### config.mk
export PLATFORM = sky130hd
export DESIGN_NAME = mdu_hilo_flat
export DESIGN_NICKNAME = d
export VERILOG_FILES = /design/src/rtl/mdu_hilo_if.sv /design/src/rtl/mdu_hilo.sv /design/src/flat_wrapper.sv
export SDC_FILE = /design/constraint.sdc
export NUM_CORES = 2
export LEC_CHECK = 0
export CAP_MARGIN = 20
export CORE_MARGIN = 5
export CORE_UTILIZATION = 50
export DETAILED_ROUTE_END_ITERATION = 10
export MAX_ROUTING_LAYER = met4
export PLACE_DENSITY = 0.69
export SYNTH_ARGS = -nofsm -noshare
export SYNTH_HDL_FRONTEND = slang
export SYNTH_SLANG_ARGS = --single-unit
export TNS_END_PERCENT = 10
### constraint.sdc
create_clock -name clk -period 10.8 [get_ports clk]
set_clock_uncertainty 0.15 [all_clocks]
set_input_delay 2.16 -clock clk [delete_from_list [all_inputs] [get_ports clk]]
set_output_delay 2.16 -clock clk [all_outputs]
set_load 0.01 [all_outputs]
### src/rtl/mdu_hilo_if.sv
// Issue/result bundle between the EX stage and the multiply/divide unit.
// The pipeline side is the master; mdu_hilo is the slave.
interface mdu_hilo_if #(
  parameter int XLEN = 32
);
  logic            start;
  logic [2:0]      op;
  logic [XLEN-1:0] rs_val;
  logic [XLEN-1:0] rt_val;
  logic            flush;
  logic            busy;
  logic            done;
  logic [XLEN-1:0] hi;
  logic [XLEN-1:0] lo;

  modport master (
    output start, op, rs_val, rt_val, flush,
    input  busy, done, hi, lo
  );

  modport slave (
    input  start, op, rs_val, rt_val, flush,
    output busy, done, hi, lo
  );
endinterface

### src/rtl/mdu_hilo.sv
// Multi-cycle multiply/divide unit with private HI/LO registers.
// Multiply has a fixed latency; divide is a radix-2 restoring loop plus a sign-fix cycle.
module mdu_hilo #(
  parameter int XLEN    = 32,
  parameter int MUL_LAT = 2
) (
  input  logic       clk,
  input  logic       rst,
  mdu_hilo_if.slave  bus
);

  localparam int CW = $clog2(XLEN) + 1;
  localparam logic [CW-1:0] CNT_ONE = CW'(1);
  localparam logic [CW-1:0] MUL_CNT = CW'(MUL_LAT - 1);
  localparam logic [CW-1:0] DIV_CNT = CW'(XLEN - 1);

  typedef enum logic [1:0] {
    S_IDLE = 2'd0,
    S_MUL  = 2'd1,
    S_DIV  = 2'd2,
    S_FIX  = 2'd3
  } state_e;

  state_e            state_q, state_d;
  logic [CW-1:0]     cnt_q, cnt_d;
  logic [XLEN-1:0]   a_q, a_d;
  logic [XLEN-1:0]   b_q, b_d;
  logic              sgn_q, sgn_d;
  logic [XLEN-1:0]   rem_q, rem_d;
  logic [XLEN-1:0]   quo_q, quo_d;
  logic              negq_q, negq_d;
  logic              negr_q, negr_d;
  logic [XLEN-1:0]   hi_q, hi_d;
  logic [XLEN-1:0]   lo_q, lo_d;
  logic              busy_q, busy_d;
  logic              done_q, done_d;

  logic              idle_s, accept_s, is_mul_s, is_div_s, dz_s;
  logic              op_sgn_s, a_neg_s, b_neg_s;
  logic [XLEN-1:0]   a_mag_s, b_mag_s;
  logic              mul_sgn_s;
  logic [XLEN-1:0]   ma_s, mb_s;
  logic [2*XLEN-1:0] ma_ext_s, mb_ext_s, prod_s;
  logic [2*XLEN-1:0] step_init_s, step_iter_s;

  // One restoring step: shift next dividend bit into the remainder, subtract if it fits.
  function automatic logic [2*XLEN-1:0] div_step(input logic [XLEN-1:0] r,
                                                 input logic [XLEN-1:0] q,
                                                 input logic [XLEN-1:0] d);
    logic [XLEN:0]   trial;
    logic [XLEN:0]   diff;
    logic [XLEN-1:0] r_n;
    logic [XLEN-1:0] q_n;
    trial = {r, q[XLEN-1]};
    diff  = trial - {1'b0, d};
    if (trial >= {1'b0, d}) begin
      r_n = diff[XLEN-1:0];
      q_n = {q[XLEN-2:0], 1'b1};
    end else begin
      r_n = trial[XLEN-1:0];
      q_n = {q[XLEN-2:0], 1'b0};
    end
    return {r_n, q_n};
  endfunction

  assign idle_s   = (state_q == S_IDLE);
  assign accept_s = idle_s & bus.start & ~bus.flush;
  assign is_mul_s = accept_s & (bus.op[2:1] == 2'b00);
  assign is_div_s = accept_s & (bus.op[2:1] == 2'b01);
  assign dz_s     = (bus.rt_val == {XLEN{1'b0}});

  // op bit 0 clear selects the signed variant for both multiply and divide
  assign op_sgn_s = ~bus.op[0];
  assign a_neg_s  = op_sgn_s & bus.rs_val[XLEN-1];
  assign b_neg_s  = op_sgn_s & bus.rt_val[XLEN-1];
  assign a_mag_s  = a_neg_s ? (-bus.rs_val) : bus.rs_val;
  assign b_mag_s  = b_neg_s ? (-bus.rt_val) : bus.rt_val;

  // With MUL_LAT==1 the product is written at accept, straight from the live operands.
  assign mul_sgn_s = idle_s ? op_sgn_s : sgn_q;
  assign ma_s      = idle_s ? bus.rs_val : a_q;
  assign mb_s      = idle_s ? bus.rt_val : b_q;
  assign ma_ext_s  = {{XLEN{mul_sgn_s & ma_s[XLEN-1]}}, ma_s};
  assign mb_ext_s  = {{XLEN{mul_sgn_s & mb_s[XLEN-1]}}, mb_s};
  assign prod_s    = ma_ext_s * mb_ext_s;

  assign step_init_s = div_step({XLEN{1'b0}}, a_mag_s, b_mag_s);
  assign step_iter_s = div_step(rem_q, quo_q, b_q);

  // State and datapath registers.
  always_ff @(posedge clk) begin
    if (rst) begin
      state_q <= S_IDLE;
      cnt_q   <= {CW{1'b0}};
      a_q     <= {XLEN{1'b0}};
      b_q     <= {XLEN{1'b0}};
      sgn_q   <= 1'b0;
      rem_q   <= {XLEN{1'b0}};
      quo_q   <= {XLEN{1'b0}};
      negq_q  <= 1'b0;
      negr_q  <= 1'b0;
      hi_q    <= {XLEN{1'b0}};
      lo_q    <= {XLEN{1'b0}};
      busy_q  <= 1'b0;
      done_q  <= 1'b0;
    end else begin
      state_q <= state_d;
      cnt_q   <= cnt_d;
      a_q     <= a_d;
      b_q     <= b_d;
      sgn_q   <= sgn_d;
      rem_q   <= rem_d;
      quo_q   <= quo_d;
      negq_q  <= negq_d;
      negr_q  <= negr_d;
      hi_q    <= hi_d;
      lo_q    <= lo_d;
      busy_q  <= busy_d;
      done_q  <= done_d;
    end
  end

  // Next-state logic; flush returns any busy state to IDLE.
  always_comb begin
    state_d = state_q;
    case (state_q)
      S_IDLE: begin
        if (is_mul_s && (MUL_LAT > 1)) begin
          state_d = S_MUL;
        end else if (is_div_s && !dz_s) begin
          state_d = S_DIV;
        end else begin
          state_d = S_IDLE;
        end
      end
      S_MUL: begin
        if (bus.flush || (cnt_q == CNT_ONE)) state_d = S_IDLE;
        else                                 state_d = S_MUL;
      end
      S_DIV: begin
        if (bus.flush)               state_d = S_IDLE;
        else if (cnt_q == CNT_ONE)   state_d = S_FIX;
        else                         state_d = S_DIV;
      end
      S_FIX:   state_d = S_IDLE;
      default: state_d = S_IDLE;
    endcase
  end

  // Datapath and output next values.
  always_comb begin
    cnt_d  = cnt_q;
    a_d    = a_q;
    b_d    = b_q;
    sgn_d  = sgn_q;
    rem_d  = rem_q;
    quo_d  = quo_q;
    negq_d = negq_q;
    negr_d = negr_q;
    hi_d   = hi_q;
    lo_d   = lo_q;
    done_d = 1'b0;
    busy_d = (state_d != S_IDLE);
    case (state_q)
      S_IDLE: begin
        if (accept_s) begin
          case (bus.op)
            3'd0, 3'd1: begin
              a_d   = bus.rs_val;
              b_d   = bus.rt_val;
              sgn_d = op_sgn_s;
              cnt_d = MUL_CNT;
              if (MUL_LAT == 1) begin
                hi_d   = prod_s[2*XLEN-1:XLEN];
                lo_d   = prod_s[XLEN-1:0];
                done_d = 1'b1;
              end else begin
                done_d = 1'b0;
              end
            end
            3'd2, 3'd3: begin
              if (dz_s) begin
                hi_d   = bus.rs_val;
                lo_d   = {XLEN{1'b1}};
                done_d = 1'b1;
              end else begin
                // first quotient bit is produced at accept; DIV state does the rest
                rem_d  = step_init_s[2*XLEN-1:XLEN];
                quo_d  = step_init_s[XLEN-1:0];
                b_d    = b_mag_s;
                negq_d = a_neg_s ^ b_neg_s;
                negr_d = a_neg_s;
                cnt_d  = DIV_CNT;
              end
            end
            3'd4:    hi_d = bus.rs_val;
            3'd5:    lo_d = bus.rs_val;
            default: done_d = 1'b0;
          endcase
        end else begin
          done_d = 1'b0;
        end
      end
      S_MUL: begin
        if (!bus.flush && (cnt_q == CNT_ONE)) begin
          hi_d   = prod_s[2*XLEN-1:XLEN];
          lo_d   = prod_s[XLEN-1:0];
          done_d = 1'b1;
        end else begin
          cnt_d = cnt_q - CNT_ONE;
        end
      end
      S_DIV: begin
        rem_d = step_iter_s[2*XLEN-1:XLEN];
        quo_d = step_iter_s[XLEN-1:0];
        cnt_d = cnt_q - CNT_ONE;
      end
      S_FIX: begin
        if (!bus.flush) begin
          hi_d   = negr_q ? (-rem_q) : rem_q;
          lo_d   = negq_q ? (-quo_q) : quo_q;
          done_d = 1'b1;
        end else begin
          done_d = 1'b0;
        end
      end
      default: done_d = 1'b0;
    endcase
  end

  assign bus.busy = busy_q;
  assign bus.done = done_q;
  assign bus.hi   = hi_q;
  assign bus.lo   = lo_q;

endmodule

### src/flat_wrapper.sv
// flat-port wrapper written by rule: the top's interface ports become plain ports
module mdu_hilo_flat 
#(
  parameter int XLEN    = 32,
  parameter int MUL_LAT = 2
)
  (clk, rst, bus_start, bus_op, bus_rs_val, bus_rt_val, bus_flush, bus_busy, bus_done, bus_hi, bus_lo);
  mdu_hilo_if #(.XLEN(XLEN)) bus_i ();
  input  logic clk;
  input  logic rst;
  input wire logic [$bits(bus_i.start)-1:0] bus_start;
  input wire logic [$bits(bus_i.op)-1:0] bus_op;
  input wire logic [$bits(bus_i.rs_val)-1:0] bus_rs_val;
  input wire logic [$bits(bus_i.rt_val)-1:0] bus_rt_val;
  input wire logic [$bits(bus_i.flush)-1:0] bus_flush;
  output wire logic [$bits(bus_i.busy)-1:0] bus_busy;
  output wire logic [$bits(bus_i.done)-1:0] bus_done;
  output wire logic [$bits(bus_i.hi)-1:0] bus_hi;
  output wire logic [$bits(bus_i.lo)-1:0] bus_lo;
  assign bus_i.start = bus_start;
  assign bus_i.op = bus_op;
  assign bus_i.rs_val = bus_rs_val;
  assign bus_i.rt_val = bus_rt_val;
  assign bus_i.flush = bus_flush;
  assign bus_busy = bus_i.busy;
  assign bus_done = bus_i.done;
  assign bus_hi = bus_i.hi;
  assign bus_lo = bus_i.lo;
  mdu_hilo #(.XLEN(XLEN), .MUL_LAT(MUL_LAT)) u_core (.clk(clk), .rst(rst), .bus(bus_i));
endmodule
[Word level (Yosys, flattened, before mapping)]
Index checks and enable logic that the tools add are counted.
Widths: inputs -> output; s select.
Storage, ports and cells
  output and inout port bits: 66
  bits in read-only memories: 0
  flip-flop bits (word level): 205
  latch bits: 0
  word-level logic and storage cells: 130
  memories kept: 0
  bits in writable memories: 0
  bits of input ports: 71
Operators by class
  add/sub/neg operators: 7
  equality and inequality tests: 22
  order comparisons: 2
  reductions and logical operators: 23
  multiplexer cells: 50
  bitwise operators: 12
  shifts and indexed selects: 0
  $mul: 1
  divide/modulo/power cells: 0
Operator list (number)
  $mux 32: 23
  $pmux 32 s2: 5
  $pmux 32 s3: 2
  $neg 32->32: 4
  $mul 33x33->64: 1
  $ge 33x32->1: 1
  $ge 1x32->1: 1
  $logic_not 32->1: 1
  $sub 1x32->32: 1
  $sub 32x32->32: 1
  $mux 6: 3
  $pmux 6 s3: 1
  $ne 3x3->1 const B: 5
  $ne 2x2->1 const B: 6
  $pmux 6 s2: 1
  $reduce_and 4->1: 3
  $reduce_and 6->1: 2
  $mux 1: 10
  $and 1x1->1: 8
  $pmux 2 s4: 1
  $eq 3x2->1 const B: 2
  $eq 3x3->1 const B: 2
  $eq 6x1->1 const B: 1
  $mux 2: 3
  other kinds (18): 29

[Logic depth before layout (Yosys ltp)]
  depth in word-level cells: 9
  gate-level depth with buffers: 37
  mapped depth without buffers: 32

[Worst setup path after synthesis]
OpenSTA, ideal clock, no wires.
  path kind: input to register
  start point: in bus_rt_val[1]
  end point: reg u_core.hi_q[31], in the netlist u_core.bus.hi[31]
  data required time: 10516 ps
  data arrival time: 10570 ps
  cell stages on the path: 30
  setup time: 134 ps
  buffers on the path: 4
  slack: -53 ps
  path through: clkbuf_1 -> nand2_1 -> o21a_1 -> clkbuf_1 -> clkbuf_1 -> nor2_1 -> fa_1 -> inv_1 -> fa_1 -> inv_1 -> fa_1 -> fa_1 -> fa_1 -> fa_1 -> fa_1 -> inv_1 -> fa_1 -> inv_1 -> ha_1 -> clkbuf_1 -> nand4_1 -> or4_1 -> or2_2 -> o32ai_1 -> o32ai_1 -> o41ai_1 -> a221oi_1 -> xnor2_1 -> a2111oi_0 -> nor4_1
On the way
  cells in the longest elaborated chain, start to end: 4
  elaborated cells on any way between the ends: 7
  those cells by class: mul: 1; eq/ne: 1; mux: 3; reduce/logical: 2
Ends and longest elaborated chain
  start: declaration: line flat_wrapper.sv:14  | input wire logic [$bits(bus_i.rt_val)-1:0] bus_rt_val;
  $mux 32: line mdu_hilo.sv:82  | assign mb_s = idle_s ? bus.rt_val : b_q;
  $mul 33x33->64: line mdu_hilo.sv:85  | assign prod_s = ma_ext_s * mb_ext_s;
  $mux 32: line mdu_hilo.sv:205  | if (!bus.flush && (cnt_q == CNT_ONE)) begin
  $pmux 32 s3: line mdu_hilo.sv:164  | case (state_q)
  end signal: assignment: line mdu_hilo.sv:102  | hi_q <= {XLEN{1'b0}};
  end signal: assignment: line mdu_hilo.sv:116  | hi_q <= hi_d;
  end: declaration: line mdu_hilo.sv:33  | logic [XLEN-1:0] hi_q, hi_d;
Several ways; a longest one is shown, not always the timed one. The select of a mux whose other input is x is not followed.
A chain may end at the register's enable or synchronous reset.

[Worst setup path in the final report]
  start point: in bus_rt_val[31]
  end point: reg u_core.hi_q[25], in the netlist u_core.bus.hi[25]
On the way
  cells in the longest elaborated chain, start to end: 5
  elaborated cells on any way between the ends: 8
  those cells by class: mul: 1; eq/ne: 1; mux: 3; bitwise: 1; reduce/logical: 2
Ends and longest elaborated chain
  $mux 32: line mdu_hilo.sv:82
  $and 1x1->1: line mdu_hilo.sv:84  | assign mb_ext_s = {{XLEN{mul_sgn_s & mb_s[XLEN-1]}}, mb_s};
  $mul 33x33->64: line mdu_hilo.sv:85
  $mux 32: line mdu_hilo.sv:205
  $pmux 32 s3: line mdu_hilo.sv:164
Several ways; a longest one is shown, not always the timed one. The select of a mux whose other input is x is not followed.

==> flow_metrics.tcl <==
set metrics [dict create \
    timing.reg2reg.worst_path_depth 34 \
    seq_area_frac_synth_pct 7.83 \
    worstSetupPathType "in2reg" \
    final_number_of_max_transition_violations 0 \
    hold_class "reg2reg" \
    route.final.wire_length_um 195000 \
    setup_slack_ns 0.121 \
    syn_area_um2 52400 \
    pin_count_of_the_biggest_net_entering_global_routing 88 \
    io_pins 137 \
    critPathLaunchType "input port" \
    die_y_um 334 \
    r2r-start "u_core.state_q[0]" \
    finalSetupViolations 0 \
    synth.most_common_cell "sky130_fd_sc_hd__inv_1" \
    critical_path.max_stage_delay_ns 0.56 \
    synth_async_sr_flop_share_pct 0 \
    synth_enable_flop_cells 0 \
    postCtsSetupBuffers 0 \
    synth_cell_types 85 \
    total_number_of_vias 46700 \
    synth_fp_nets 7701 \
    worstMarginPinSlew_ns 1.07 \
    grt_usage_pct 35.9 \
    slowest_cell_on_the_critical_path "sky130_fd_sc_hd__fa_1" \
    num_rows 118 \
    cp.arrival_ns 10.99 \
    synth_seq_cells 205 \
    syn_area_per_cell_um2 8.39 \
    ys_top_cells_by_area "sky130_fd_sc_hd__fa_1, sky130_fd_sc_hd__inv_1, sky130_fd_sc_hd__dfxtp_1" \
    grt_setup_unrepaired "yes" \
    cp-end-kind "flop" \
    synth_common_cells "sky130_fd_sc_hd__inv_1, sky130_fd_sc_hd__fa_1, sky130_fd_sc_hd__nand2_1, sky130_fd_sc_hd__nor2_1, sky130_fd_sc_hd__clkbuf_1" \
    core_area_um2 104000 \
    floorplan.initialDensity_pct 50.5 \
    insertion_delay_ns 0.58 \
    detail_route.first_pass.iterations 8 \
    nNetsFinal 8182 \
    synthesis.instances 6247 \
    grt_pass1_vias 47600 \
    cts_num_sinks 205 \
    slew_headroom_pct 28.1 \
    fmax_mhz 93.6 \
    startpoint_of_the_most_critical_hold_path "u_core.cnt_q[5]" \
    finalHoldViolCount 0 \
    r2r-end "u_core.bus.hi[25]" \
    run_status "finished clean" \
    cts_tree "yes" \
    drtIter0Drc 4463 \
    io_buffers 136 \
    timing.critical_path.required_ns 11.12 \
    min_path_cells 2 \
    die_width_um 334 \
    maxCapViolCount 0 \
    min_period_over_period_pct 98.9 \
    globalRouteOverflowTotal 0 \
    antenna_violations_before_repair 3 \
    die-area_um2 111000 \
    drt.antenna.violating_nets 0 \
    viasPerCell 5.75 \
    dominantRegCellSynth "sky130_fd_sc_hd__dfxtp_1" \
    htree_num_levels 1 \
    crit_top_cell "sky130_fd_sc_hd__fa_1" \
    clockBufferDepth 3 \
    ff2ff_setup_slack_ns 0.63 \
    grt_first_pass_wirelength_um 294000 \
    place_congestion 1.01 \
    crit_buf_inv 7 \
    growth_of_design_area_from_synthesis_to_finish_pct 16.8 \
    final_layout_size_suffix_gt1_share_pct 13.3 \
    dp_hpwl_um 166000 \
    drt-wirelength-per-cell_um 24.0 \
    detailedPlace.worstSlack_ns -0.741 \
    min_clock_period_post_route_ns 10.68 \
    yosysWarningCount 0 \
    worst_setup_hold_path_clk_slew_ns 0.06 \
    worstPathMaxFanout 12 \
    drt_drc_violations_left 0 \
    cts-root-buf "sky130_fd_sc_hd__clkbuf_16" \
    yosys.area.top_type "sky130_fd_sc_hd__fa_1" \
    netlist.area_leader.share_pct 43.0 \
    cts-buffers-inserted 25 \
    min_to "u_core.cnt_q[5]" \
    cts_hold_repair.buffers 0 \
    critPathTopFamily "adder cells" \
]
-- tightest hold or removal path, cell delays in order (launching register included) --
cell and delay, ns:
sky130_fd_sc_hd__dfxtp_1 0.31, sky130_fd_sc_hd__nand2_1 0.06, sky130_fd_sc_hd__a21oi_1 0.05
-- worst max path at each step --
stage	startpoint	endpoint	cells after the start
2_1_floorplan	bus_rt_val[1]	u_core.bus.hi[31]	30
3_3_place_gp	bus_rs_val[31]	u_core.bus.hi[25]	33
3_5_place_dp	bus_rs_val[31]	u_core.bus.hi[25]	33
4_1_cts	bus_rt_val[31]	u_core.bus.hi[25]	30
5_1_grt	bus_rs_val[31]	u_core.bus.hi[25]	33
6_report	bus_rt_val[31]	u_core.bus.hi[25]	30
-- layout by cell type, fill, tap and decap left out, drive strengths merged, types with 15 or more instances in the layout --
| cell type | Yosys | routed |
|---|---|---|
| a211oi | 94 | 94 |
| a21o | 35 | 35 |
| a21oi | 212 | 212 |
| a221o | 21 | 21 |
| a221oi | 32 | 32 |
| a22oi | 19 | 19 |
| a311oi | 26 | 26 |
| a31oi | 15 | 15 |
| and2 | 26 | 26 |
| and3 | 18 | 18 |
| buf | 47 | 694 |
| clkbuf | 328 | 34 |
| clkdlybuf4s50 | 0 | 133 |
| dfxtp | 205 | 205 |
| fa | 1126 | 1126 |
| ha | 257 | 257 |
| inv | 1190 | 1192 |
| mux2 | 56 | 56 |
| mux2i | 53 | 53 |
| nand2 | 1055 | 1055 |
| nand2b | 21 | 21 |
| nand3 | 30 | 30 |
| nand4 | 25 | 25 |
| nor2 | 615 | 615 |
| nor3 | 62 | 62 |
| nor4 | 22 | 22 |
| o211ai | 20 | 20 |
| o21a | 35 | 35 |
| o21ai | 162 | 162 |
| o21bai | 17 | 17 |
| o31ai | 30 | 30 |
| o41ai | 19 | 19 |
| or3 | 27 | 27 |
| or4 | 23 | 23 |
| xnor2 | 157 | 157 |
| xor2 | 59 | 59 |
-- what timing repair did --
action | in CTS | in global routing
endpoints found under the setup margin | 7 | 17
hold endpoints to repair | 0 | 0
pin swaps | 0 | 5
gates resized for setup | 4 | 13
-- cell type report --
cell class              instances  area [µm²]
inverters                    1192        4470
flip-flops and latches        205        4100
clock buffers                  34         689
diodes                          5        12.5
multi-input cells            4475       42700
clock inverters                12         161
well taps                    1380        1730
fillers                      9352       42500
repair buffers                829        7420
-- state kept, by name, summed over array words and instances, names as in the netlist --
name	flops
u_core.quo_q	32
u_core.sgn_q	1
u_core.bus.lo	32
u_core.negq_q	1
u_core.a_q	32
u_core.rem_q	32
u_core.bus.hi	32
u_core.state_q	2
u_core.bus.busy	1
u_core.bus.done	1
u_core.cnt_q	6
u_core.b_q	32
u_core.negr_q	1
-- metrics by stage --
step	setup TNS (ns)	cell area [µm²]	hold slack, ns	utilization [%]	cells
after global routing	-0.356	61300	0.338	59.0	8129
after detailed placement	-8.53	60300	0.306	58.1	8081
after global placement	-7.49	60300	0.292	58.1	8081
final	0	61300	0.319	59.0	8132
after CTS	0	61200	0.316	59.0	8127
after floorplan	0	52400	0.283	-	6247
-- cell families after synthesis --
logic type	after synthesis	synth area share, %
DFF	205	7.83
AOI/OAI and AO/OA	796	10.2
muxes	109	2.21
xor gates and xnor gates	216	3.61
and+or+nand+nor	1971	15.7
buffers and inverters	1567	11.3
adders and majority gates	1383	49.1
-- layer usage --
| layer | global-route usage (%) | vias up | wire (µm) |
|---|---|---|---|
| li1 | - | 20200 | - |
| met1 | 46.3 | 23500 | 75800 |
| met2 | 55.9 | 2437 | 89200 |
| met3 | 6.90 | 543 | 18600 |
| met4 | 15.4 | 0 | 11800 |
| met5 | - | - | 0 |
Power is not shown: default switching activity piles up to over one toggle a cycle in this logic, so the estimate is an artifact.
